### src/rtl/zrb_frame_parser_if.sv
// Byte-stream link between the frame parser and its RX/TX FIFOs.
// master = parser side (pops RX, pushes TX); slave = FIFO side.
interface zrb_frame_parser_if;
    logic [7:0] rx_data;
    logic       rx_empty;
    logic       rx_rd;
    logic       tx_full;
    logic       tx_wr;
    logic [7:0] tx_data;

    modport master (
        input  rx_data,
        input  rx_empty,
        input  tx_full,
        output rx_rd,
        output tx_wr,
        output tx_data
    );

    modport slave (
        output rx_data,
        output rx_empty,
        output tx_full,
        input  rx_rd,
        input  tx_wr,
        input  tx_data
    );
endinterface

### src/rtl/zrb_frame_parser.sv
// SOF/CMD/LEN/payload/CHK frame parser with one ACK/NAK byte per frame; one RX byte per cycle.
// Stalls in RESP while tx_full=1; inter-byte gaps are bounded by TIMEOUT clk_en ticks.
module zrb_frame_parser #(
    parameter logic [15:0] TIMEOUT = 16'd1024
) (
    input  logic                       clk,
    input  logic                       reset,
    input  logic                       clk_en,
    zrb_frame_parser_if.master         bus,
    output logic                       frame_valid,
    output logic [7:0]                 frame_cmd,
    output logic [3:0]                 frame_len,
    output logic [63:0]                frame_payload,
    output logic [7:0]                 err_cnt
);

    localparam logic [2:0] S_HUNT = 3'd0;
    localparam logic [2:0] S_CMD  = 3'd1;
    localparam logic [2:0] S_LEN  = 3'd2;
    localparam logic [2:0] S_DATA = 3'd3;
    localparam logic [2:0] S_CHK  = 3'd4;
    localparam logic [2:0] S_RESP = 3'd5;

    localparam logic [7:0] SOF_BYTE = 8'hA5;
    localparam logic [7:0] ACK_BYTE = 8'h06;
    localparam logic [7:0] NAK_BYTE = 8'h15;

    logic [2:0]  state_q,    state_d;
    logic [7:0]  cmd_q,      cmd_d;
    logic [3:0]  len_q,      len_d;
    logic [7:0]  chk_q,      chk_d;
    logic [63:0] shadow_q,   shadow_d;
    logic [2:0]  idx_q,      idx_d;
    logic [7:0]  resp_q,     resp_d;
    logic [15:0] tmo_q,      tmo_d;
    logic [7:0]  err_q,      err_d;
    logic [7:0]  fcmd_q,     fcmd_d;
    logic [3:0]  flen_q,     flen_d;
    logic [63:0] fpay_q,     fpay_d;
    logic        fvalid_q,   fvalid_d;
    logic [7:0]  txhold_q,   txhold_d;

    logic rx_take;
    logic tx_take;
    logic nak;
    logic tmo_fire;
    logic active;

    assign rx_take = (state_q != S_RESP) && !bus.rx_empty;
    assign tx_take = (state_q == S_RESP) && !bus.tx_full;
    assign active  = (state_q == S_CMD) || (state_q == S_LEN) ||
                     (state_q == S_DATA) || (state_q == S_CHK);

    always_comb begin
        state_d  = state_q;
        cmd_d    = cmd_q;
        len_d    = len_q;
        chk_d    = chk_q;
        shadow_d = shadow_q;
        idx_d    = idx_q;
        resp_d   = resp_q;
        tmo_d    = tmo_q;
        err_d    = err_q;
        fcmd_d   = fcmd_q;
        flen_d   = flen_q;
        fpay_d   = fpay_q;
        fvalid_d = 1'b0;
        txhold_d = txhold_q;
        nak      = 1'b0;
        tmo_fire = 1'b0;

        case (state_q)
            S_HUNT: begin
                tmo_d = 16'd0;
                if (rx_take && bus.rx_data == SOF_BYTE) begin
                    state_d = S_CMD;
                end
            end
            S_CMD: begin
                if (rx_take) begin
                    cmd_d   = bus.rx_data;
                    chk_d   = bus.rx_data;
                    state_d = S_LEN;
                end
            end
            S_LEN: begin
                if (rx_take) begin
                    if (bus.rx_data <= 8'd8) begin
                        len_d    = bus.rx_data[3:0];
                        chk_d    = chk_q ^ bus.rx_data;
                        shadow_d = 64'd0;
                        idx_d    = 3'd0;
                        state_d  = (bus.rx_data == 8'd0) ? S_CHK : S_DATA;
                    end else begin
                        resp_d  = NAK_BYTE;
                        nak     = 1'b1;
                        state_d = S_RESP;
                    end
                end
            end
            S_DATA: begin
                if (rx_take) begin
                    shadow_d[{idx_q, 3'b000} +: 8] = bus.rx_data;
                    chk_d = chk_q ^ bus.rx_data;
                    idx_d = idx_q + 3'd1;
                    if ({1'b0, idx_q} == len_q - 4'd1) begin
                        state_d = S_CHK;
                    end
                end
            end
            S_CHK: begin
                if (rx_take) begin
                    if (bus.rx_data == chk_q) begin
                        fcmd_d   = cmd_q;
                        flen_d   = len_q;
                        fpay_d   = shadow_q;
                        fvalid_d = 1'b1;
                        resp_d   = ACK_BYTE;
                    end else begin
                        resp_d = NAK_BYTE;
                        nak    = 1'b1;
                    end
                    state_d = S_RESP;
                end
            end
            S_RESP: begin
                tmo_d = 16'd0;
                if (tx_take) begin
                    txhold_d = resp_q;
                    state_d  = S_HUNT;
                end
            end
            default: begin
                state_d = S_HUNT;
            end
        endcase

        // A byte arriving on the expiring tick keeps the frame alive.
        if (active) begin
            if (rx_take) begin
                tmo_d = 16'd0;
            end else if (clk_en) begin
                if (tmo_q + 16'd1 == TIMEOUT) begin
                    tmo_fire = 1'b1;
                    tmo_d    = 16'd0;
                    state_d  = S_HUNT;
                end else begin
                    tmo_d = tmo_q + 16'd1;
                end
            end
        end

        if ((nak || tmo_fire) && err_q != 8'hFF) begin
            err_d = err_q + 8'd1;
        end
    end

    always_ff @(posedge clk or posedge reset) begin
        if (reset) begin
            state_q  <= S_HUNT;
            cmd_q    <= 8'd0;
            len_q    <= 4'd0;
            chk_q    <= 8'd0;
            shadow_q <= 64'd0;
            idx_q    <= 3'd0;
            resp_q   <= 8'd0;
            tmo_q    <= 16'd0;
            err_q    <= 8'd0;
            fcmd_q   <= 8'd0;
            flen_q   <= 4'd0;
            fpay_q   <= 64'd0;
            fvalid_q <= 1'b0;
            txhold_q <= 8'd0;
        end else begin
            state_q  <= state_d;
            cmd_q    <= cmd_d;
            len_q    <= len_d;
            chk_q    <= chk_d;
            shadow_q <= shadow_d;
            idx_q    <= idx_d;
            resp_q   <= resp_d;
            tmo_q    <= tmo_d;
            err_q    <= err_d;
            fcmd_q   <= fcmd_d;
            flen_q   <= flen_d;
            fpay_q   <= fpay_d;
            fvalid_q <= fvalid_d;
            txhold_q <= txhold_d;
        end
    end

    assign bus.rx_rd      = rx_take;
    assign bus.tx_wr      = tx_take;
    assign bus.tx_data    = tx_take ? resp_q : txhold_q;
    assign frame_valid    = fvalid_q;
    assign frame_cmd      = fcmd_q;
    assign frame_len      = flen_q;
    assign frame_payload  = fpay_q;
    assign err_cnt        = err_q;

endmodule

### src/flat_wrapper.sv
// flat-port wrapper written by rule: the top's interface ports become plain ports
module zrb_frame_parser_flat 
#(
    parameter logic [15:0] TIMEOUT = 16'd1024
)
  (clk, reset, clk_en, frame_valid, frame_cmd, frame_len, frame_payload, err_cnt, bus_rx_data, bus_rx_empty, bus_tx_full, bus_rx_rd, bus_tx_wr, bus_tx_data);
  zrb_frame_parser_if bus_i ();
  input  logic clk;
  input  logic reset;
  input  logic clk_en;
  output logic frame_valid;
  output logic [7:0] frame_cmd;
  output logic [3:0] frame_len;
  output logic [63:0] frame_payload;
  output logic [7:0] err_cnt;
  input wire logic [$bits(bus_i.rx_data)-1:0] bus_rx_data;
  input wire logic [$bits(bus_i.rx_empty)-1:0] bus_rx_empty;
  input wire logic [$bits(bus_i.tx_full)-1:0] bus_tx_full;
  output wire logic [$bits(bus_i.rx_rd)-1:0] bus_rx_rd;
  output wire logic [$bits(bus_i.tx_wr)-1:0] bus_tx_wr;
  output wire logic [$bits(bus_i.tx_data)-1:0] bus_tx_data;
  assign bus_i.rx_data = bus_rx_data;
  assign bus_i.rx_empty = bus_rx_empty;
  assign bus_i.tx_full = bus_tx_full;
  assign bus_rx_rd = bus_i.rx_rd;
  assign bus_tx_wr = bus_i.tx_wr;
  assign bus_tx_data = bus_i.tx_data;
  zrb_frame_parser #(.TIMEOUT(TIMEOUT)) u_core (.clk(clk), .reset(reset), .clk_en(clk_en), .bus(bus_i), .frame_valid(frame_valid), .frame_cmd(frame_cmd), .frame_len(frame_len), .frame_payload(frame_payload), .err_cnt(err_cnt));
endmodule
### config.mk
export PLATFORM = sky130hd
export DESIGN_NAME = zrb_frame_parser_flat
export DESIGN_NICKNAME = d
export VERILOG_FILES = /design/src/rtl/zrb_frame_parser_if.sv /design/src/rtl/zrb_frame_parser.sv /design/src/flat_wrapper.sv
export SDC_FILE = /design/constraint.sdc
export NUM_CORES = 1
export LEC_CHECK = 0
export CAP_MARGIN = 20
export CORE_ASPECT_RATIO = 1.5
export CORE_MARGIN = 2
export CORE_UTILIZATION = 35
export CTS_CLUSTER_DIAMETER = 40
export CTS_CLUSTER_SIZE = 25
export DETAILED_ROUTE_END_ITERATION = 8
export PLACE_DENSITY = 0.51
export SYNTH_ARGS = -nofsm -noshare
export SYNTH_HDL_FRONTEND = slang
export SYNTH_SLANG_ARGS = --single-unit
### constraint.sdc
create_clock -name clk -period 9.35 [get_ports clk]
set_input_delay 2.3375 -clock clk [delete_from_list [all_inputs] [get_ports clk]]
set_output_delay 2.3375 -clock clk [all_outputs]
set_load 0.005 [all_outputs]
Yosys cells after proc, flatten, opt, wreduce, memory -nomap -nowiden
Cells that the tools add are included.

storage, ports and cells
  register bits = 207
  output and inout bits = 95
  word-level logic and storage cells = 113

cells by class
  eq/ne operators = 17
  bitwise logic cells = 1
  shift operators = 2
  mux-type cells = 51
  $lt $le $gt $ge = 1
  reductions and logical operators = 22
  add/sub/neg operators = 5

operators by type and width
  operator                  count
  $mux W64                  3
  $pmux W64 S2              1
  $mux W16                  5
  $bwmux W64                1
  $mux W8                   8
  $shift A8 B8 Y64 const A  1
  $shiftx A8 B8 Y64         1
  $mux W3                   16
  $pmux W8 S3               1
  $pmux W3 S6               1
  $add A16 B1 Y16 const B   1
  $eq A16 B11 Y1 const B    1
  $pmux W8 S2               1
  $mux W1                   11
  $add A8 B1 Y8 const B     1
  $eq A8 B8 Y1              1
  $eq A8 B8 Y1 const B      1
  $le A8 B4 Y1 const B      1
  $logic_not A8 Y1          1
  $ne A2 B1 Y1 const B      4
  $ne A8 B8 Y1 const B      1
  $neg A6 Y8                1
  $reduce_and A4 Y1         2
  $xor A8 B8 Y8             1
  other kinds (21)          33

Longest topological paths before layout
Gate-level depths: netlist of run 1.

  depth in word-level cells = 9
  gate-level depth with buffers = 10

Worst setup path before layout of run 1
No wires, ideal clock.

  path type = input to output
  start point = input bus_tx_full
  end point = output bus_tx_data[0]
  path buffers = 1
  data required time = 7.013 ns
  stages = 4
  arrival time = 3.238 ns
  slack = 3.775 ns
  cells stage by stage = nor2_1 > clkbuf_1 > nand2_1 > o21ai_0

on the way
  word-level cells in the longest chain between the ends = 3

ends and longest elaborated chain
  element              RTL line                RTL
  start: declaration   flat_wrapper.sv:18      input wire logic [$bits(bus_i.tx_full)-1:0] bus_tx_full;
  $logic_not A1 Y1     zrb_frame_parser.sv:50  assign tx_take = (state_q == S_RESP) && !bus.tx_full;
  $logic_and A1 B1 Y1  zrb_frame_parser.sv:50
  via bus_tx_wr        flat_wrapper.sv:20      output wire logic [$bits(bus_i.tx_wr)-1:0] bus_tx_wr;
  $mux W8              n/a
  end: declaration     flat_wrapper.sv:21      output wire logic [$bits(bus_i.tx_data)-1:0] bus_tx_data;

The timed path passes the listed nets, and every way through them passes these cells.

Final worst setup path of run 1
  start point = input bus_rx_empty
  end point = output bus_rx_rd

on the way
  word-level cells in the longest chain between the ends = 2

ends and longest elaborated chain
  element              RTL line                RTL
  start: declaration   flat_wrapper.sv:17      input wire logic [$bits(bus_i.rx_empty)-1:0] bus_rx_empty;
  $logic_not A1 Y1     zrb_frame_parser.sv:49  assign rx_take = (state_q != S_RESP) && !bus.rx_empty;
  $logic_and A1 B1 Y1  zrb_frame_parser.sv:49
  end: declaration     flat_wrapper.sv:19      output wire logic [$bits(bus_i.rx_rd)-1:0] bus_rx_rd;

No other way between the ends.

==> metrics.yaml, run 1 <==
grt_pass1_wl_um: 39930
crit_chain: "clkdlybuf4s50_1, a21o_1, inv_1, clkdlybuf4s50_1"
intPower_w: 0.001718
use_met3_pct: 2.790
fin_tns_setup_ns: 0
tightestPinTransition_ns: 1.033
grt_max_degree: 139
max_stage_delay_ns: 0.64
htree_num_levels: 1
seq_power_share_pct: 42.3
hold_violations: 0
dp_hpwl_um: 16270
busiest_layer: "met2"
layout_min_cycle_time_ns: 6.366
regToRegSetupSlack_ns: 6.39
final_nets: 1051
p_sw_share_pct: 30.24
status: "finished clean"
reg2reg_to: "u_core.tmo_q[6]"
place_congestion: 0.8578
insertion_delay_ns: 0.53
coreArea_mm2: 0.02505
grtUsageMet2_pct: 33.30
use_met1_pct: 24.07
crit_slowest_cell: "clkdlybuf4s50_1"
ctsHoldBuffers: 0
wl_per_cell_um: 18.07
drv_slew: 0
r2r_cells: 8
first_pass_iters: 5
p_sw_w: 0.0007448
max-slew-margin-rel_pct: 30.83
die_h_um: 199.1
holdWs_ns: 0.4631
fin_area_mm2: 0.01116
routed_wl_um: 24870
finClkSkew_ns: 0.01887
clk_path_buf_depth: 3
clock_sinks: 202
rr_startpoint: "u_core.tmo_q[0]"
grt_usage_pct: 18.96
io_buffers: 107
drive_gt1_share_pct: 6.966
placed_area_mm2: 0.01023
drtIter0Drc: 400
syn_inst: 933
synthArstFlopShare_pct: 100.0
fin_util_pct: 44.56
peakVddDrop_uv: 125.6
hold_class: "register to register"
ys_types: 54
crit_type: "input port to output pin"
grt_pass1_vias: 7163
synth_ff_type: "dfrtp_1"
leakage_nw: 5.322
cts_root_buffer: "clkbuf_16"
cts_tree: "yes"
p_clk_share_pct: 41.7
cp.depth: 4
setup_viol: 0
synth-seq-area-share_pct: 56.91
cts-resized-gates: 0
post_drt_via_cell_ratio: 5.068
drc: 0
cp.arrival_ns: 4.03
syn_nets: 956
critical_path.top_delay_family: "buffers and inverters"
cp-startpoint: "bus_rx_empty"
path_common_cell: "clkdlybuf4s50_1"
endpoint: "bus_rx_rd"
max-cap-violations: 0
crit_path_start_kind: "input port"
path_max_fanout: 13
yosysWarnings: 0
area_delta_synth_final_pct: 25.68
period_share_pct: 68.09
powerDensity_mw_per_mm2: 220.6
cts_setup_buffers: 0
vias: 6974
critPathRequiredTime_ns: 7.01
crit_buf_inv: 3
cts-buffers-inserted: 27
die_w_um: 134.1
clkTransAtPathRegs_ns: 0.06
initial_core_util_pct: 35.46
critPathCaptureType: "output pin"
overflow: 0
pwr-share-comb_pct: 16.0
die_area_mm2: 0.02669
ioPinCount: 108
postRouteAntennaNets: 0
synth-seq-cells: 202
synth_area_mm2: 0.008882
synth_area_per_cell_um2: 9.520
antenna-diode-count: 0
antenna_found_initial: 0
rsz0062_at_grt: "no"
fp-row-count: 71
max_clock_freq_mhz: 157.1
synth_edf_count: 0
## power by group through the flow
| stage | clock network, W | registers, W | logic (W) |
|---|---|---|---|
| detailed placement | 0 | 0.00106 | 0.000393 |
| floorplan | 0 | 0.00102 | 0.000280 |
| global route | 0.00109 | 0.00106 | 0.000448 |
| global placement | 0 | 0.00106 | 0.000387 |
| CTS | 0.00106 | 0.00104 | 0.000395 |
| finish | 0.00103 | 0.00104 | 0.000395 |
## synth_stat cells, drive strengths merged, types with 3 or more instances
master | count | area [um^2]
o31ai | 3 | 22.52
dfrtp | 202 | 5055
nor2b | 11 | 68.82
nand3 | 40 | 205.2
nand2 | 324 | 1216
xor2 | 12 | 105.1
nor2 | 29 | 108.9
a31oi | 4 | 25.02
nand4 | 6 | 52.55
ha | 10 | 125.1
o21ai | 49 | 249.0
a22o | 55 | 481.7
buf | 19 | 98.85
xnor2 | 4 | 35.03
nor4 | 7 | 43.79
a211oi | 3 | 32.53
and4 | 4 | 35.03
inv | 14 | 52.55
a21boi | 3 | 26.28
mux2 | 10 | 112.6
a21o | 3 | 22.52
nand2b | 9 | 56.30
or3 | 6 | 37.54
nor3 | 9 | 50.05
mux2i | 5 | 50.05
clkbuf | 32 | 120.1
a21oi | 26 | 130.1
and3 | 12 | 75.07
nand3b | 3 | 22.52
## how the worst min path moves through the flow
stage / depth (start not counted) / slack, ns / start / to
3_3_place_gp: 2 / 0.45 / u_core.frame_payload[60] / u_core.frame_payload[60]
3_5_place_dp: 2 / 0.46 / u_core.frame_payload[27] / u_core.frame_payload[27]
5_1_grt: 2 / 0.49 / u_core.shadow_q[45] / u_core.frame_payload[45]
2_1_floorplan: 2 / 0.45 / u_core.shadow_q[13] / u_core.frame_payload[13]
6_report: 2 / 0.46 / u_core.frame_payload[27] / u_core.frame_payload[27]
4_1_cts: 2 / 0.47 / u_core.frame_payload[27] / u_core.frame_payload[27]
## cell type report
cell class	instances	area, um^2
fill	2497	13890
sequential	202	5055
multi-input combinational	666	3570
timing repair buffer	117	1172
clock buffer	31	690.7
tap	328	410.4
clock inverter	18	205.2
inverter	14	60.06
## cells by family (layout without fill, tap and decap cells)
kind of cell,Yosys count,count (layout),synth area share [%]
simple gates,470,470,23.17
fa+ha+maj,10,10,1.409
buf+inv,65,180,3.057
compound gates,155,155,12.04
mux,15,15,1.831
xor+xnor,16,16,1.578
flops,202,202,56.91
## layer usage
layer | share of wire (%) | wire [um] | vias up
met5 | 0 | 0 | -
met2 | 52 | 12910 | 166
met1 | 41 | 10270 | 3423
met4 | 2.4 | 593 | 0
met3 | 4.4 | 1087 | 42
li1 | - | - | 3343
## tightest hold or removal path: stages (launching register included)
cell and delay, ns:
dfrtp_1 0.34, nand2_1 0.05, nand2_1 0.04
## flip-flops by register name, summed over array words and instances, names as in the netlist, 8 cells and up
signal                cells
u_core.txhold_q           8
u_core.chk_q              8
u_core.err_cnt            8
u_core.cmd_q              8
u_core.shadow_q          64
u_core.frame_payload     64
u_core.frame_cmd          8
u_core.tmo_q             16
## cell usage in the layout, fill, tap and decap left out, types with 3 or more instances in the layout
master / count
clkinv_2: 3
nor3_1: 8
a22o_1: 55
nor2b_1: 11
clkbuf_1: 4
and3_1: 12
clkbuf_16: 27
ha_1: 10
nand3_1: 39
a21oi_1: 26
clkdlybuf4s50_1: 107
or3_1: 6
and4_1: 4
nand2b_1: 9
nor2_1: 28
xor2_1: 12
o21ai_0: 47
a31oi_1: 4
inv_8: 5
buf_4: 8
nand4_1: 5
a21o_1: 3
dfrtp_1: 202
nand2_1: 324
mux2_2: 4
xnor2_1: 4
inv_1: 13
o31ai_1: 3
mux2_1: 6
nand3b_1: 3
mux2i_1: 5
nor4_1: 6
inv_6: 6
## stage by stage
| stage | setup slack (ns) | std cells | total power, W |
|---|---|---|---|
| 6_report | 2.984 | 1376 | 0.002463 |
| 5_1_grt | 2.893 | 1376 | 0.002597 |
| 4_1_cts | 2.434 | 1374 | 0.002491 |
| 3_5_place_dp | 2.451 | 1325 | 0.001448 |
| 3_3_place_gp | 2.527 | 1325 | 0.001442 |
| 2_1_floorplan | 1.502 | 933 | 0.001297 |
No activity file was read; power rests on OpenSTA's default activity.
==> run 2, diff against run 1 <==
--- a/config.mk
+++ b/config.mk
@@ -12,7 +12,7 @@
 export CTS_CLUSTER_DIAMETER = 40
 export CTS_CLUSTER_SIZE = 25
 export DETAILED_ROUTE_END_ITERATION = 8
-export PLACE_DENSITY = 0.51
+export PLACE_DENSITY = 0.53
 export SYNTH_ARGS = -nofsm -noshare
 export SYNTH_HDL_FRONTEND = slang
 export SYNTH_SLANG_ARGS = --single-unit
==> constraint.sdc (replaced) <==
create_clock -name clk -period 5.2 [get_ports clk]
set_input_delay 1.3 -clock clk [delete_from_list [all_inputs] [get_ports clk]]
set_output_delay 1.3 -clock clk [all_outputs]
set_load 0.005 [all_outputs]
==> run 2 against run 1 <==
  * Final area rose by 1.8%
  * Sequential share of layout area fell by 0.80 points
  * Critical path depth rose by 1
  * Combinational power rose by 78%
  * Register-to-register slack got worse by 4.0 ns
  * Highest routed layer unchanged
==> metrics.yaml, run 2 (same netlist as run 1, synthesis figures left out) <==
status: "finished clean"
setup_viol: 0
critical_path.top_delay_family: "buffers and inverters"
max-slew-margin-rel_pct: 32.41
area_delta_synth_final_pct: 27.93
drtIter0Drc: 429
clk_path_buf_depth: 3
grt_max_degree: 68
fp-row-count: 71
powerDensity_mw_per_mm2: 405.0
cts-resized-gates: 0
antenna_found_initial: 0
crit_buf_inv: 3
vias: 7036
post_drt_via_cell_ratio: 5.055
drc: 0
wl_per_cell_um: 17.33
drive_gt1_share_pct: 8.647
clock_sinks: 202
htree_num_levels: 1
cts-buffers-inserted: 29
max-cap-violations: 0
fin_cells: 1392
io_buffers: 107
peakVddDrop_uv: 289.0
cp.arrival_ns: 2.91
cts_tree: "yes"
critPathRequiredTime_ns: 3.90
cts_root_buffer: "clkbuf_16"
rsz0062_at_grt: "no"
grt_pass1_wl_um: 38760
grt_usage_pct: 18.29
place_congestion: 0.8671
period_share_pct: 80.90
crit_type: "input port to output pin"
ioPinCount: 108
fin_tns_setup_ns: 0
path_max_fanout: 18
place_ws_ns: 0.9678
routed_wl_um: 24130
tightestPinTransition_ns: 1.009
dp_cells: 1338
layout_min_cycle_time_ns: 4.207
cts_setup_buffers: 0
max_clock_freq_mhz: 237.7
fillers: 2481
worst_slack_ns: 0.9933
antenna-diode-count: 0
initial_core_util_pct: 35.46
die_w_um: 134.1
max_stage_delay_ns: 0.47
crit_slowest_cell: "clkdlybuf4s50_1"
postRouteAntennaNets: 0
first_pass_iters: 4
hold_class: "register to register"
final_nets: 1064
leakage_nw: 5.411
drv_slew: 0
overflow: 0
finClkSkew_ns: 0.01256
coreArea_mm2: 0.02505
final_common_cell: "nand2_1"
dp_hpwl_um: 16200
fin_area_mm2: 0.01136
placed_area_mm2: 0.01034
insertion_delay_ns: 0.54
grt_pass1_vias: 7169
path_common_cell: "clkdlybuf4s50_1"
clkTransAtPathRegs_ns: 0.05
hold_violations: 0
ctsHoldBuffers: 0
die_h_um: 199.1
power_w: 0.004602
crit_path_start_kind: "input port"
die_area_mm2: 0.02669
final_cell_mix: "324 x nand2_1, 202 x dfrtp_1, 107 x clkdlybuf4s50_1"
critPathCaptureType: "output pin"
crit_chain: "clkdlybuf4s50_1, nor2_1, buf_4, mux2_2, clkdlybuf4s50_1"
[run 2: changes by cell type in the layout (fill, tap and decap cells not counted), sizes merged]
cell | before | now
bufinv | 2 | 3
buf | 9 | 21
clkbuf | 32 | 31
inv | 24 | 23
clkinvlp | 1 | 6
[run 2: power by group]
part,internal (W),leakage [nW],switching (W)
logic,0.000301,2.17,0.000402
registers,0.00170,2.75,0.000164
clock network,0.00122,0.485,0.000807
total,0.00323,5.41,0.00137
[run 2: layer usage]
metal / global-route usage, % / wire, um / up-vias
li1: - / - / 3393
met1: 23.07 / 10270 / 3466
met2: 32.59 / 12370 / 142
met3: 2.283 / 906 / 35
met4: 5.887 / 583 / 0
met5: 0 / 0 / -
[run 2: tightest hold or removal path, cell delays in order (launching register included)]
cell and delay [ns]:
dfrtp_1 0.33, nand2_1 0.05, nand2_1 0.05
[run 2: layout make-up]
type / count / area, um^2 / area share (%)
well taps: 328 / 410.4 / 3.612
inverters: 14 / 56.30 / 0.4955
clock buffers: 31 / 743.2 / 6.540
repair buffers: 128 / 1254 / 11.03
flip-flops and latches: 202 / 5055 / 44.48
clock inverters: 23 / 275.3 / 2.422
multi-input cells: 666 / 3570 / 31.41
[run 2: final timing paths]
| path | from | end | slack, ns | cells past startpoint |
|---|---|---|---|---|
| max | bus_tx_full | bus_tx_data[1] | 0.99 | 5 |
| min | u_core.frame_payload[23] | u_core.frame_payload[23] | 0.46 | 2 |
| max reg2reg | u_core.tmo_q[0] | u_core.tmo_q[6] | 2.36 | 8 |
| min reg2reg | u_core.frame_payload[23] | u_core.frame_payload[23] | 0.46 | 2 |
| max in group asynchronous | reset | u_core.frame_payload[18] | 2.96 | 3 |
| min in group asynchronous | reset | u_core.frame_payload[53] | 1.24 | 2 |
[run 2: metrics by stage]
step / hold slack, ns / util [%]
2_1_floorplan: 0.4454 / -
3_3_place_gp: 0.4504 / 41.29
3_5_place_dp: 0.4555 / 41.29
4_1_cts: 0.4673 / 45.36
5_1_grt: 0.4839 / 45.36
6_report: 0.4605 / 45.36
==> run 3, diff against run 2 <==
--- a/config.mk
+++ b/config.mk
@@ -12,7 +12,7 @@
 export CTS_CLUSTER_DIAMETER = 40
 export CTS_CLUSTER_SIZE = 25
 export DETAILED_ROUTE_END_ITERATION = 8
-export PLACE_DENSITY = 0.53
+export PLACE_DENSITY = 0.51
 export SYNTH_ARGS = -nofsm -noshare
 export SYNTH_HDL_FRONTEND = slang
 export SYNTH_SLANG_ARGS = --single-unit
==> constraint.sdc (replaced) <==
create_clock -name clk -period 4.3 [get_ports clk]
set_input_delay 1.075 -clock clk [delete_from_list [all_inputs] [get_ports clk]]
set_output_delay 1.075 -clock clk [all_outputs]
set_load 0.005 [all_outputs]
==> run 3 against run 2 <==
  * Routed wire length grew 2.6%
  * Critical endpoint is now bus_tx_data[2]
  * Utilization shrank 0.32 points
  * Sequential share of layout area grew 0.32 points
  * Global-route usage grew 0.54 points
  * Hold slack gained 0.0029 ns
  * Sequential power grew 21%
  * Critical path depth grew 1
  * Worst setup slack lost 0.61 ns
  * Via count grew 0.53%
  * Combinational power grew 23%
  * Largest cell class unchanged
==> metrics.yaml, run 3 (same netlist as run 1, synthesis figures left out) <==
status: "finished clean"
place_ws_ns: 0.4426
cts_tree: "yes"
fin_util_pct: 45.04
io_buffers: 107
grt_pass1_vias: 7406
coreArea_mm2: 0.02505
drive_gt1_share_pct: 8.647
regToRegSetupSlack_ns: 1.40
hold_class: "register to register"
setup_viol: 0
period_share_pct: 91.13
final_nets: 1067
grt_pass1_wl_um: 39800
layout_min_cycle_time_ns: 3.918
dp_cells: 1343
vias: 7073
whs_path_depth: 2
clk_path_buf_depth: 3
post_drt_via_cell_ratio: 5.081
crit_chain: "nor2b_1, nand2_1, nor2_1, buf_4, mux2_2, clkdlybuf4s50_1"
drtIter0Drc: 312
clkTransAtPathRegs_ns: 0.06
r2r_cells: 8
powerDensity_mw_per_mm2: 472.0
critPathRequiredTime_ns: 3.22
worst_slack_ns: 0.3816
place_congestion: 0.8836
cts-buffers-inserted: 27
hold_violations: 0
cp.arrival_ns: 2.84
initial_core_util_pct: 35.46
path_max_fanout: 18
placed_area_mm2: 0.01040
max-slew-margin-rel_pct: 39.38
crit_path_start_kind: "register"
fin_tns_setup_ns: 0
busiest_layer: "met2"
grt_max_degree: 65
area_delta_synth_final_pct: 27.03
fp-row-count: 71
cts_setup_buffers: 0
die_w_um: 134.1
final_common_cell: "nand2_1"
grtUsageMet2_pct: 33.90
max_clock_freq_mhz: 255.2
drv_slew: 0
insertion_delay_ns: 0.54
die_h_um: 199.1
postRouteAntennaNets: 0
rsz0062_at_grt: "no"
grt_usage_pct: 18.83
clock_sinks: 202
first_pass_iters: 5
wl_per_cell_um: 17.78
cts-resized-gates: 0
drc: 0
ctsHoldBuffers: 0
max-cap-violations: 0
critical_path.top_delay_family: "simple AND/OR/NAND/NOR gates"
fin_cells: 1392
routed_wl_um: 24750
finClkSkew_ns: 0.01546
leakage_nw: 5.390
final_cell_mix: "324 x nand2_1, 202 x dfrtp_1, 107 x clkdlybuf4s50_1"
dp_hpwl_um: 16820
use_met1_pct: 23.29
antenna_found_initial: 0
tightestPinTransition_ns: 0.9017
critPathCaptureType: "output pin"
crit_type: "register to output pin"
die_area_mm2: 0.02669
crit_slowest_cell: "dfrtp_1"
peakVddDrop_uv: 313.0
max_stage_delay_ns: 0.61
overflow: 0
cp.depth: 6
fin_area_mm2: 0.01128
cts_root_buffer: "clkbuf_16"
antenna-diode-count: 0
use_met3_pct: 2.486
ioPinCount: 108
crit_buf_inv: 2
htree_num_levels: 1
==> run 3: cell types whose count changed in the layout (fill, tap and decap cells not counted) <==
| cell | previous run | this run |
|---|---|---|
| buf_12 | 2 | 3 |
| buf_4 | 19 | 23 |
| bufinv_16 | 3 | 0 |
| clkbuf_16 | 29 | 27 |
| clkbuf_8 | 1 | 2 |
| clkinv_4 | 3 | 4 |
| clkinv_8 | 1 | 2 |
| clkinvlp_4 | 6 | 4 |
| inv_6 | 5 | 6 |
| inv_8 | 5 | 3 |
==> run 3: routing by layer <==
metal | vias to the layer above | wire, um
met3 | 44 | 1064
li1 | 3388 | -
met1 | 3470 | 10280
met2 | 171 | 12760
met5 | - | 0
met4 | 0 | 639
==> run 3: worst paths after layout <==
kind                                             to                     start
min in group asynchronous  u_core.frame_payload[51]                     reset
setup reg to reg                  u_core.err_cnt[6]           u_core.tmo_q[0]
hold reg to reg            u_core.frame_payload[26]  u_core.frame_payload[26]
max in group asynchronous  u_core.frame_payload[21]                     reset
hold / removal             u_core.frame_payload[26]  u_core.frame_payload[26]
setup / recovery                     bus_tx_data[2]         u_core.state_q[2]
==> run 3: report_power, final <==
part           total, W  internal, W  switching, W
clock network   0.00220      0.00123      0.000965
logic          0.000867     0.000378      0.000489
registers       0.00226      0.00206      0.000202
total           0.00533      0.00367       0.00166
==> run 3: area by class of cell <==
class / instances / area (um^2)
clock buffers: 30 / 706.9
clock inverters: 19 / 181.4
fillers: 2453 / 13770
inverters: 14 / 56.30
multi-input cells: 666 / 3570
flip-flops and latches: 202 / 5055
well taps: 328 / 410.4
repair buffers: 133 / 1304
==> run 3: worst register-to-register path: stages (launching register included) <==
cell and delay, ns:
dfrtp_1 0.50, ha_1 0.30, nand3_1 0.26, nor4b_1 0.52, a311oi_1 0.11, a211oi_2 0.29, nand4_4 0.24, a21oi_1 0.22
mux2_1 0.34
==> run 3: metrics by stage <==
step / total power (W) / hold WS [ns]
final: 0.005325 / 0.4634
after global routing: 0.005603 / 0.4920
after CTS: 0.005393 / 0.4684
after detailed placement: 0.003166 / 0.4542
after global placement: 0.003156 / 0.4530
after floorplan: 0.002821 / 0.4454
